`src/rtl/game_flow_ctrl.sv`:
```
// Top-level game-flow FSM: menu, mode select, controls, level intro, gameplay,
// game-over and victory screens, plus a registered screen-layer pixel mux.
module game_flow_ctrl #(
    parameter int NUM_MODES    = 2,
    parameter int NUM_LEVELS   = 3,
    parameter int INTRO_FRAMES = 60,
    parameter int HOLD_FRAMES  = 30,
    parameter int WRAP_SEL     = 1,
    localparam int MODE_W = (NUM_MODES > 2) ? $clog2(NUM_MODES) : 1,
    localparam int LVL_W  = (NUM_LEVELS > 2) ? $clog2(NUM_LEVELS) : 1
) (
    input  logic              clk,
    input  logic              resetN,
    input  logic              startOfFrame,
    input  logic              enter_key,
    input  logic              up_key,
    input  logic              down_key,
    input  logic              back_key,
    input  logic              timer_ended,
    input  logic              player_died,
    input  logic              level_cleared,
    input  logic              menu_DR,
    input  logic [7:0]        menu_RGB,
    input  logic              select_DR,
    input  logic [7:0]        select_RGB,
    input  logic              controls_DR,
    input  logic [7:0]        controls_RGB,
    input  logic              intro_DR,
    input  logic [7:0]        intro_RGB,
    input  logic              gameover_DR,
    input  logic [7:0]        gameover_RGB,
    input  logic              victory_DR,
    input  logic [7:0]        victory_RGB,
    input  logic [7:0]        RGB_MIF,
    output logic [7:0]        RGBOut,
    output logic              game_on,
    output logic              level_start,
    output logic [MODE_W-1:0] mode_sel,
    output logic [LVL_W-1:0]  level,
    output logic [1:0]        over_cause,
    output logic [2:0]        state_code
);

    localparam logic [2:0] S_MAIN     = 3'd0;
    localparam logic [2:0] S_SELECT   = 3'd1;
    localparam logic [2:0] S_CONTROLS = 3'd2;
    localparam logic [2:0] S_INTRO    = 3'd3;
    localparam logic [2:0] S_PLAY     = 3'd4;
    localparam logic [2:0] S_OVER     = 3'd5;
    localparam logic [2:0] S_VICTORY  = 3'd6;

    localparam logic [MODE_W-1:0] MODE_MAX  = MODE_W'(NUM_MODES - 1);
    localparam logic [LVL_W-1:0]  LVL_LAST  = LVL_W'(NUM_LEVELS - 1);
    localparam logic [7:0]        INTRO_CNT = 8'(INTRO_FRAMES);
    localparam logic [7:0]        HOLD_CNT  = 8'(HOLD_FRAMES);

    logic [2:0]        state, state_nx;
    logic [7:0]        frame_cnt, frame_cnt_nx;
    logic [MODE_W-1:0] mode_nx;
    logic [LVL_W-1:0]  level_nx;
    logic [1:0]        cause_nx;
    logic [3:0]        keys, key_q, rise;
    logic [7:0]        pix_nx;

    // Bit order {down, up, back, enter}; the FSM's if/else chain gives enter priority.
    assign keys       = {down_key, up_key, back_key, enter_key};
    assign rise       = keys & ~key_q;
    assign state_code = state;

    always_comb begin
        state_nx     = state;
        frame_cnt_nx = frame_cnt;
        mode_nx      = mode_sel;
        level_nx     = level;
        cause_nx     = over_cause;
        case (state)
            S_MAIN: begin
                if (rise[0]) state_nx = S_SELECT;
            end
            S_SELECT: begin
                if (rise[0]) begin
                    state_nx = S_CONTROLS;
                end else if (rise[1]) begin
                    state_nx = S_MAIN;
                end else if (rise[2]) begin
                    if (mode_sel == '0) mode_nx = (WRAP_SEL != 0) ? MODE_MAX : '0;
                    else                mode_nx = mode_sel - MODE_W'(1);
                end else if (rise[3]) begin
                    if (mode_sel == MODE_MAX) mode_nx = (WRAP_SEL != 0) ? '0 : MODE_MAX;
                    else                      mode_nx = mode_sel + MODE_W'(1);
                end
            end
            S_CONTROLS: begin
                if (rise[0]) begin
                    state_nx     = S_INTRO;
                    level_nx     = '0;
                    frame_cnt_nx = '0;
                end else if (rise[1]) begin
                    state_nx = S_SELECT;
                end
            end
            S_INTRO: begin
                if (frame_cnt == INTRO_CNT) state_nx = S_PLAY;
                else if (startOfFrame)      frame_cnt_nx = frame_cnt + 8'd1;
            end
            S_PLAY: begin
                if (player_died) begin
                    state_nx     = S_OVER;
                    cause_nx     = 2'd2;
                    frame_cnt_nx = '0;
                end else if (timer_ended) begin
                    state_nx     = S_OVER;
                    cause_nx     = 2'd1;
                    frame_cnt_nx = '0;
                end else if (level_cleared) begin
                    frame_cnt_nx = '0;
                    if (level == LVL_LAST) begin
                        state_nx = S_VICTORY;
                    end else begin
                        state_nx = S_INTRO;
                        level_nx = level + LVL_W'(1);
                    end
                end
            end
            S_OVER, S_VICTORY: begin
                // Enter edges during the hold window are dropped, not remembered.
                if (frame_cnt == HOLD_CNT) begin
                    if (rise[0]) begin
                        state_nx     = S_MAIN;
                        level_nx     = '0;
                        mode_nx      = '0;
                        cause_nx     = 2'd0;
                        frame_cnt_nx = '0;
                    end
                end else if (startOfFrame) begin
                    frame_cnt_nx = frame_cnt + 8'd1;
                end
            end
            default: begin
                state_nx     = S_MAIN;
                frame_cnt_nx = '0;
                mode_nx      = '0;
                level_nx     = '0;
                cause_nx     = 2'd0;
            end
        endcase
    end

    always_comb begin
        pix_nx = RGB_MIF;
        case (state)
            S_MAIN:     if (menu_DR)     pix_nx = menu_RGB;
            S_SELECT:   if (select_DR)   pix_nx = select_RGB;
            S_CONTROLS: if (controls_DR) pix_nx = controls_RGB;
            S_INTRO:    if (intro_DR)    pix_nx = intro_RGB;
            S_PLAY:     pix_nx = RGB_MIF;
            S_OVER:     if (gameover_DR) pix_nx = gameover_RGB;
            S_VICTORY:  if (victory_DR)  pix_nx = victory_RGB;
            default:    pix_nx = 8'h00;
        endcase
    end

    // game_on/level_start are registered from the next state so they track state exactly.
    always_ff @(posedge clk or negedge resetN) begin
        if (!resetN) begin
            state       <= S_MAIN;
            frame_cnt   <= '0;
            mode_sel    <= '0;
            level       <= '0;
            over_cause  <= 2'd0;
            key_q       <= 4'hF;
            game_on     <= 1'b0;
            level_start <= 1'b0;
            RGBOut      <= 8'h00;
        end else begin
            state       <= state_nx;
            frame_cnt   <= frame_cnt_nx;
            mode_sel    <= mode_nx;
            level       <= level_nx;
            over_cause  <= cause_nx;
            key_q       <= keys;
            game_on     <= (state_nx == S_PLAY);
            level_start <= (state_nx == S_PLAY) && (state != S_PLAY);
            RGBOut      <= pix_nx;
        end
    end

endmodule

```
`config.mk`:
```
export PLATFORM = sky130hd
export DESIGN_NAME = game_flow_ctrl
export DESIGN_NICKNAME = d
export VERILOG_FILES = /design/src/rtl/game_flow_ctrl.sv
export SDC_FILE = /design/constraint.sdc
export NUM_CORES = 1
export LEC_CHECK = 0
export CELL_PAD_IN_SITES_DETAIL_PLACEMENT = 1
export CELL_PAD_IN_SITES_GLOBAL_PLACEMENT = 1
export CORE_UTILIZATION = 32
export DETAILED_ROUTE_END_ITERATION = 8
export GPL_ROUTABILITY_DRIVEN = 0
export GPL_TIMING_DRIVEN = 0
export PLACE_DENSITY = 0.92
export SETUP_SLACK_MARGIN = 0.4
export SLEW_MARGIN = 10
export SYNTH_ARGS = -nofsm -noshare
export SYNTH_HDL_FRONTEND = slang
export SYNTH_SLANG_ARGS = --single-unit
export TNS_END_PERCENT = 30
```
`constraint.sdc`:
```
create_clock -name clk -period 2.2 [get_ports clk]
set_input_delay 0.33 -clock clk [delete_from_list [all_inputs] [get_ports clk]]
set_output_delay 0.33 -clock clk [all_outputs]
set_load 0.005 [all_outputs]
```
==> results of run 1 <==
cell families (layout without fill, tap and decap cells):
kind of cell / Yosys count / in the layout
XOR/XNOR: 2 / 2
adder cells (fa/ha/maj): 4 / 4
flip-flops: 30 / 30
buffers and inverters: 25 / 140
multiplexers: 37 / 37
AND/OR/NAND/NOR: 93 / 93
AO/OA/AOI/OAI: 84 / 84
worst paths after layout:
kind,to,cells past startpoint,slack [ns]
max,game_on,8,0.14
max in group asynchronous,state_code[0],1,1.59
max reg2reg,game_on,8,0.14
min in group clk,key_q[1],1,0.45
min,frame_cnt[6],1,0.08
min reg2reg,mode_sel,1,0.49
where the power goes:
| group | switching [mW] | leakage (nW) | internal, mW |
|---|---|---|---|
| Clock | 0.251 | 0.0579 | 0.333 |
| Sequential | 0.0929 | 0.379 | 0.706 |
| Combinational | 1.11 | 1.16 | 0.944 |
flip-flops by register name, indices dropped and copies added (netlist names):
register	cells
RGBOut	8
frame_cnt	8
key_q	4
state_code	3
level	2
over_cause	2
game_on	1
level_start	1
mode_sel	1
routing by layer:
metal  wire [um]  track usage  vias to the layer above
met4         508       0.1162                        0
met1        3999       0.2778                     1442
met3         888      0.06221                       51
met5           0            0                        -
li1            -            -                     1267
met2        5389       0.4624                      169
metrics by stage:
step / cells / hold WS, ns / util
after global routing: 486 / 0.1264 / 0.5418
after CTS: 476 / 0.1175 / 0.5164
final: 486 / 0.07538 / 0.5418
after global placement: 455 / 0.4675 / 0.4773
after detailed placement: 455 / 0.4236 / 0.4766
after floorplan: 275 / 0.03441 / -
critical path, cell delays in order, from the launching register on:
cell     delay [ns]
dfrtp_1        0.41
buf_4          0.15
inv_1          0.09
ha_1           0.18
nand2_2        0.10
nor3_4         0.32
o22ai_2        0.13
or3_4          0.40
nor3b_2        0.20
placed cells by master (no fill, tap or decap), types with 5 or more instances in the layout:
| master | netlist | final |
|---|---|---|
| buf_6 | 1 | 5 |
| nor2_1 | 21 | 20 |
| clkbuf_8 | 0 | 5 |
| o22ai_1 | 18 | 17 |
| mux2i_1 | 34 | 34 |
| o21ai_0 | 14 | 8 |
| clkbuf_2 | 0 | 5 |
| nand2_1 | 23 | 18 |
| o21ai_1 | 0 | 6 |
| nand3_1 | 12 | 11 |
| dfrtp_1 | 26 | 24 |
| nand2_2 | 0 | 5 |
| inv_1 | 9 | 8 |
| clkdlybuf4s50_1 | 0 | 83 |
| nor2b_1 | 6 | 5 |
| a21oi_1 | 18 | 16 |
| nand2b_1 | 6 | 6 |
| o211ai_1 | 6 | 6 |
| buf_4 | 0 | 21 |
layout make-up:
type | instances | area (sq um) | share of cell area
Sequential cell | 30 | 758.2 | 0.2015
Multi-Input combinational cell | 220 | 1624 | 0.4317
Tap cell | 96 | 120.1 | 0.03193
Timing Repair Buffer | 107 | 1020 | 0.2710
Clock inverter | 3 | 40.04 | 0.01064
Inverter | 9 | 33.78 | 0.008979
Buffer | 16 | 97.59 | 0.02594
Clock buffer | 5 | 68.82 | 0.01829
repair_timing:
item,in CTS,in global routing
gates resized for setup,24,38
buffers inserted,13,10
setup endpoints to repair,25,25
hold buffers,0,0
pin swaps,10,15
==> summary.txt, run 1 <==
Die
  • Die H: 87.69 um
  • Die area: 0.007690 sq mm
  • Initial Util: 0.3384
  • FP Rows: 30
  • Std-Cell Core Area: 0.006944 sq mm
  • Ports: 90
  • Die width: 87.69 um

Power and ir drop
  • Design Power: 3.440 mW
  • Lkg Pwr: 1.597 nW
  • VDD IR max: 0.0003236 V
  • Pwr/cell area: a little over 900 mW/mm^2

Logic synthesis
  • Synth Area in Simple Gates: 0.2125
  • Most frequent cell after synthesis: mux2i_1
  • Largest family of logic cells by synthesized area: compound AO/OA/AOI/OAI gates
  • Number of synthesized flops with an enable pin: 0
  • Syn. warnings: 0
  • Syn Area/Cell: roughly 8.5 sq um
  • Synth top area share: 0.2769
  • Adder-cell share of the synthesized area: 0.02130
  • Top cells by area, synth: dfrtp_1 (28%), mux2i_1 (14%), o22ai_1 (4.8%)
  • Compound-Gate Fraction of Synth Area: 0.2343
  • Seq/Total Area, Yosys: 0.3216
  • Async S/R FF share, synth: 1.000
  • Synthesized area: around 0.0023 sq mm
  • Synth Instances: 275
  • Synth top cells by count: mux2i_1 (34), dfrtp_1 (26), nand2_1 (23), nor2_1 (21)
  • Ys flop type: dfrtp_1
  • Distinct cell type count after synthesis: 50
  • FF+latch count, synth: 30
  • Multiplexer share of the synthesized area: 0.1592
  • Synthesized Nets: 351
  • Area leader, netlist: dfrtp_1
  • Post-Synth XOR/XNOR Area: 0.007455

Finish
  • P&R area growth vs syn: 60.12%
  • # diodes: 0
  • Fillers: 783
  • Final instance area: approximately 0.0038 sq mm
  • Layout Nets: 465
  • Share of cells above drive strength 1: 0.2026

Clock tree
  • Clock latency on the worst-skew pair: 0.31 ns
  • Clock Tree Buf Depth: 2
  • Max H-tree Level: 2
  • Clock slew at reported path FFs: 0.08 ns
  • # clock sinks: 30
  • Clock tree from TritonCTS: yes
  • Root buf cell: clkbuf_8
  • Cts bufs inserted: 5

Timing
  • Worst setup margin: 0.1358 ns
  • Fin crit period: 2.064 ns
  • Fin crit share: 0.9383
  • Slew @ Worst Pin: 0.7465 ns
  • Worst slew margin relative to its limit: 0.5024
  • Setup TNS: 0 ns
  • Layout Skew: between 0.01 and 0.015 ns
  • Fmax: 484.5 MHz
  • Final Max Slew Viols: 0
  • Final setup fails: 0
  • Final hold vios: 0
  • RSZ-0062 raised after global routing: yes

Setup path
  • Crit path from: frame_cnt[1]
  • CP required: 2.43 ns
  • WS Path Type: reg -> reg
  • Crit path arrival time: 2.29 ns
  • Worst r2r src: frame_cnt[1]
  • CP Launch Type: register
  • CP Max Fanout: 4
  • Critical path endpoint category: register

Place
  • DP Worst Slack: -0.2312 ns
  • Hpwl dp: between 6000 and 7000 um
  • # port buffers: 84
  • DP Area: 0.003309 sq mm

Drt
  • Wire per inst: 22.19 um
  • WL final: between 10000 and 15000 um
  • Iteration-0 DRC Markers: 211
  • Vias: 2929
  • Detail-routed via count per cell: 6.027
  • Routed Antenna Nets: 0
  • Drt pass-1 iters: 5
  • Remaining DRCs: 0

Global route
  • Number of global-route vias before repair: approximately 3000
  • Largest net degree at the start of global routing: 31
  • Total GRT Usage: 0.2539
  • GRT overflow: 0
  • First-pass GRT wire length: approximately 15000 um
  • Antenna violations before repair: 0

Min path
  • Hold Crit Class: in -> async

Outcome
  • Status: finished clean

Run
  • MaxCap Viol Count: 0
Power figures use the tool's default switching activity.
==> run 2: changes to the inputs <==
--- a/config.mk
+++ b/config.mk
@@ -12,6 +12,7 @@
 export GPL_ROUTABILITY_DRIVEN = 0
 export GPL_TIMING_DRIVEN = 0
 export PLACE_DENSITY = 0.92
+export REMOVE_ABC_BUFFERS = 1
 export SETUP_SLACK_MARGIN = 0.4
 export SLEW_MARGIN = 10
 export SYNTH_ARGS = -nofsm -noshare
==> summary.txt, run 2 (synthesized netlist as in run 1, its figures left out) <==
Min path
  • Hold Crit Class: in -> async

Drt
  • WL final: 10820 um (+0.35%)
  • Remaining DRCs: 0 (unchanged)
  • Drt pass-1 iters: 4 (-1)
  • Iteration-0 DRC Markers: 185 (-12%)
  • Routed Antenna Nets: 0 (unchanged)
  • Wire per inst: 22.79 um (+2.7%)
  • Vias: 2856 (-2.5%)
  • Detail-routed via count per cell: 6.013 (-0.23%)

Clock tree
  • Clock Tree Buf Depth: 2 (unchanged)
  • Clock slew at reported path FFs: 0.07 ns (about the same)
  • Clock tree from TritonCTS: yes
  • Max H-tree Level: 2 (unchanged)
  • Clock latency on the worst-skew pair: 0.30 ns (about the same)
  • Root buf cell: clkbuf_8
  • Cts bufs inserted: 5 (unchanged)
  • # clock sinks: 30 (unchanged)
  • CTS Hold Bufs: 0 (unchanged)

Place
  • DP Cell Count: 444 (-2.4%)
  • Hpwl dp: 6664 um (-0.64%)
  • # port buffers: 89 (+6.0%)
  • DP Area: 0.003293 sq mm (-0.49%)
  • DP Worst Slack: -0.4294 ns (-0.1982 ns)

Timing
  • RSZ-0062 raised after global routing: yes
  • Fin crit period: 2.102 ns (+0.03821 ns)
  • Final Max Slew Viols: 0 (unchanged)
  • Final hold vios: 0 (unchanged)
  • Fin crit share: 0.9556 (+0.01737)
  • Slew @ Worst Pin: 0.8100 ns (+0.06353 ns)
  • Fmax: 475.7 MHz (-1.8%)
  • Layout Skew: 0.01134 ns (-0.0009535 ns)
  • Worst slew margin relative to its limit: 0.4558 (-0.04651)
  • Worst setup margin: 0.09763 ns (-0.03821 ns)
  • Final setup fails: 0 (unchanged)

Run
  • MaxCap Viol Count: 0 (unchanged)

Die
  • Die width: 87.69 um (unchanged)
  • FP Rows: 30 (unchanged)
  • Die area: 0.007690 sq mm (unchanged)
  • Ports: 90 (unchanged)
  • Initial Util: 0.3384 (unchanged)
  • Die H: 87.69 um (unchanged)
  • Std-Cell Core Area: 0.006944 sq mm (unchanged)

Setup path
  • Largest stage delay, worst path: 0.41 ns (about the same)
  • Cell family with most CP delay: simple AND/OR/NAND/NOR gates
  • Slowest cell on crit path: dfrtp_1
  • CP required: 2.42 ns (about the same)
  • Crit path top cell by count: buf_4
  • R2R depth: 9 (+1)
  • Worst r2r src: frame_cnt[0]
  • CP Launch Type: register
  • Critical Path Stages: 9 (+1)
  • WS Path Type: reg -> reg
  • Crit path arrival time: 2.33 ns (+0.04 ns)
  • CP Max Fanout: 5 (+1)
  • Flop2flop setup slack: 0.1 ns (-0.04 ns)
  • R2r endpoint: game_on
  • Critical path endpoint category: register
  • CP bufs+invs: 3 (+1)
  • CP Cell Sequence: inv_2, ha_4, nand4b_1, nor4b_4, buf_4, buf_4, a211oi_1, o32a_1, nor3b_2

Global route
  • First-pass GRT wire length: 15730 um (+7.0%)
  • Largest net degree at the start of global routing: 31 (unchanged)
  • Most crowded layer after global routing: met2
  • Met3 usage: 0.07257 (+0.01037)
  • GRT overflow: 0 (unchanged)
  • Total GRT Usage: 0.2746 (+0.02074)
  • Antenna violations before repair: 0 (unchanged)
  • Number of global-route vias before repair: 2989 (+1.1%)
  • Met1 Use GR: 0.3102 (+0.03245)
  • Met2 Usage GRT: 0.4631 (+0.0007102)

Finish
  • Layout Utilization: 0.5305 (-0.01135)
  • Share of cells above drive strength 1: 0.1821 (-0.02051)
  • Commonest non-fill, non-tap cell in the layout: clkdlybuf4s50_1
  • # diodes: 0 (unchanged)
  • Most frequent cells in the layout: clkdlybuf4s50_1 (88), mux2i_1 (34), dfrtp_1 (23)
  • P&R area growth vs syn: 56.76%
  • Layout Nets: 455 (-2.2%)
  • Non-filler instance count after layout: 475 (-2.3%)
  • Largest regs: RGBOut (8), frame_cnt (8), key_q (4)
  • Final instance area: 0.003684 sq mm (-2.1%)

Power and ir drop
  • Lkg Pwr: 1.530 nW (-4.2%)
  • Pwr/cell area: 856.4 mW/mm^2 (-6.3%)
  • VDD IR max: 0.0004750 V (+47%)

Outcome
  • Status: finished clean
[run 2: how the worst max path moves through the flow]
stage	start	endpoint	slack, ns
6_report	frame_cnt[0]	game_on	0.1
5_1_grt	frame_cnt[0]	game_on	0.02
4_1_cts	frame_cnt[0]	frame_cnt[7]	0.26
3_5_place_dp	state_code[1]	frame_cnt[0]	-0.43
3_3_place_gp	state_code[1]	frame_cnt[0]	-0.30
2_1_floorplan	frame_cnt[6]	level[1]	0.21
[run 2: worst reg2reg max path, cell delays in order (launching register included)]
cell and delay (ns):
dfrtp_1 0.41, inv_2 0.11, ha_4 0.15, nand4b_1 0.27, nor4b_4 0.32, buf_4 0.20
buf_4 0.12, a211oi_1 0.08, o32a_1 0.21, nor3b_2 0.18
[run 2: metrics by stage]
stage,setup TNS [ns],hold slack (ns),power [mW]
4_1_cts,0,0.1273,2.973
3_5_place_dp,-3.228,0.4485,2.327
6_report,0,0.09683,3.155
3_3_place_gp,-3.075,0.4753,2.244
5_1_grt,0,0.1457,3.326
2_1_floorplan,0,0.03441,1.604
[run 2: power by group]
| part | internal [mW] | leakage (nW) | switching [mW] |
|---|---|---|---|
| Sequential | 0.712 | 0.378 | 0.182 |
| Clock | 0.212 | 0.0438 | 0.230 |
| Combinational | 0.886 | 1.11 | 0.933 |
[run 2: layout make-up]
| class | count | area, sq um |
|---|---|---|
| Clock buffer | 5 | 68.82 |
| Sequential cell | 30 | 762.0 |
| Inverter | 9 | 33.78 |
| Tap cell | 96 | 120.1 |
| Timing Repair Buffer | 113 | 1086 |
| Fill cell | 805 | 3261 |
| Clock inverter | 2 | 10.01 |
| Multi-Input combinational cell | 220 | 1603 |
[run 2: metal layers]
| layer | routed length (um) | up-vias | share of wire |
|---|---|---|---|
| li1 | - | 1237 | - |
| met1 | 4134 | 1390 | 0.38 |
| met2 | 5232 | 174 | 0.48 |
| met3 | 866 | 55 | 0.080 |
| met4 | 590 | 0 | 0.055 |
| met5 | 0 | - | 0 |
[run 2: repair_timing]
action | CTS | global route
endpoints found under the setup margin | 28 | 26
gates resized for setup | 26 | 14
setup buffers | 19 | 5
pin swaps | 11 | 9
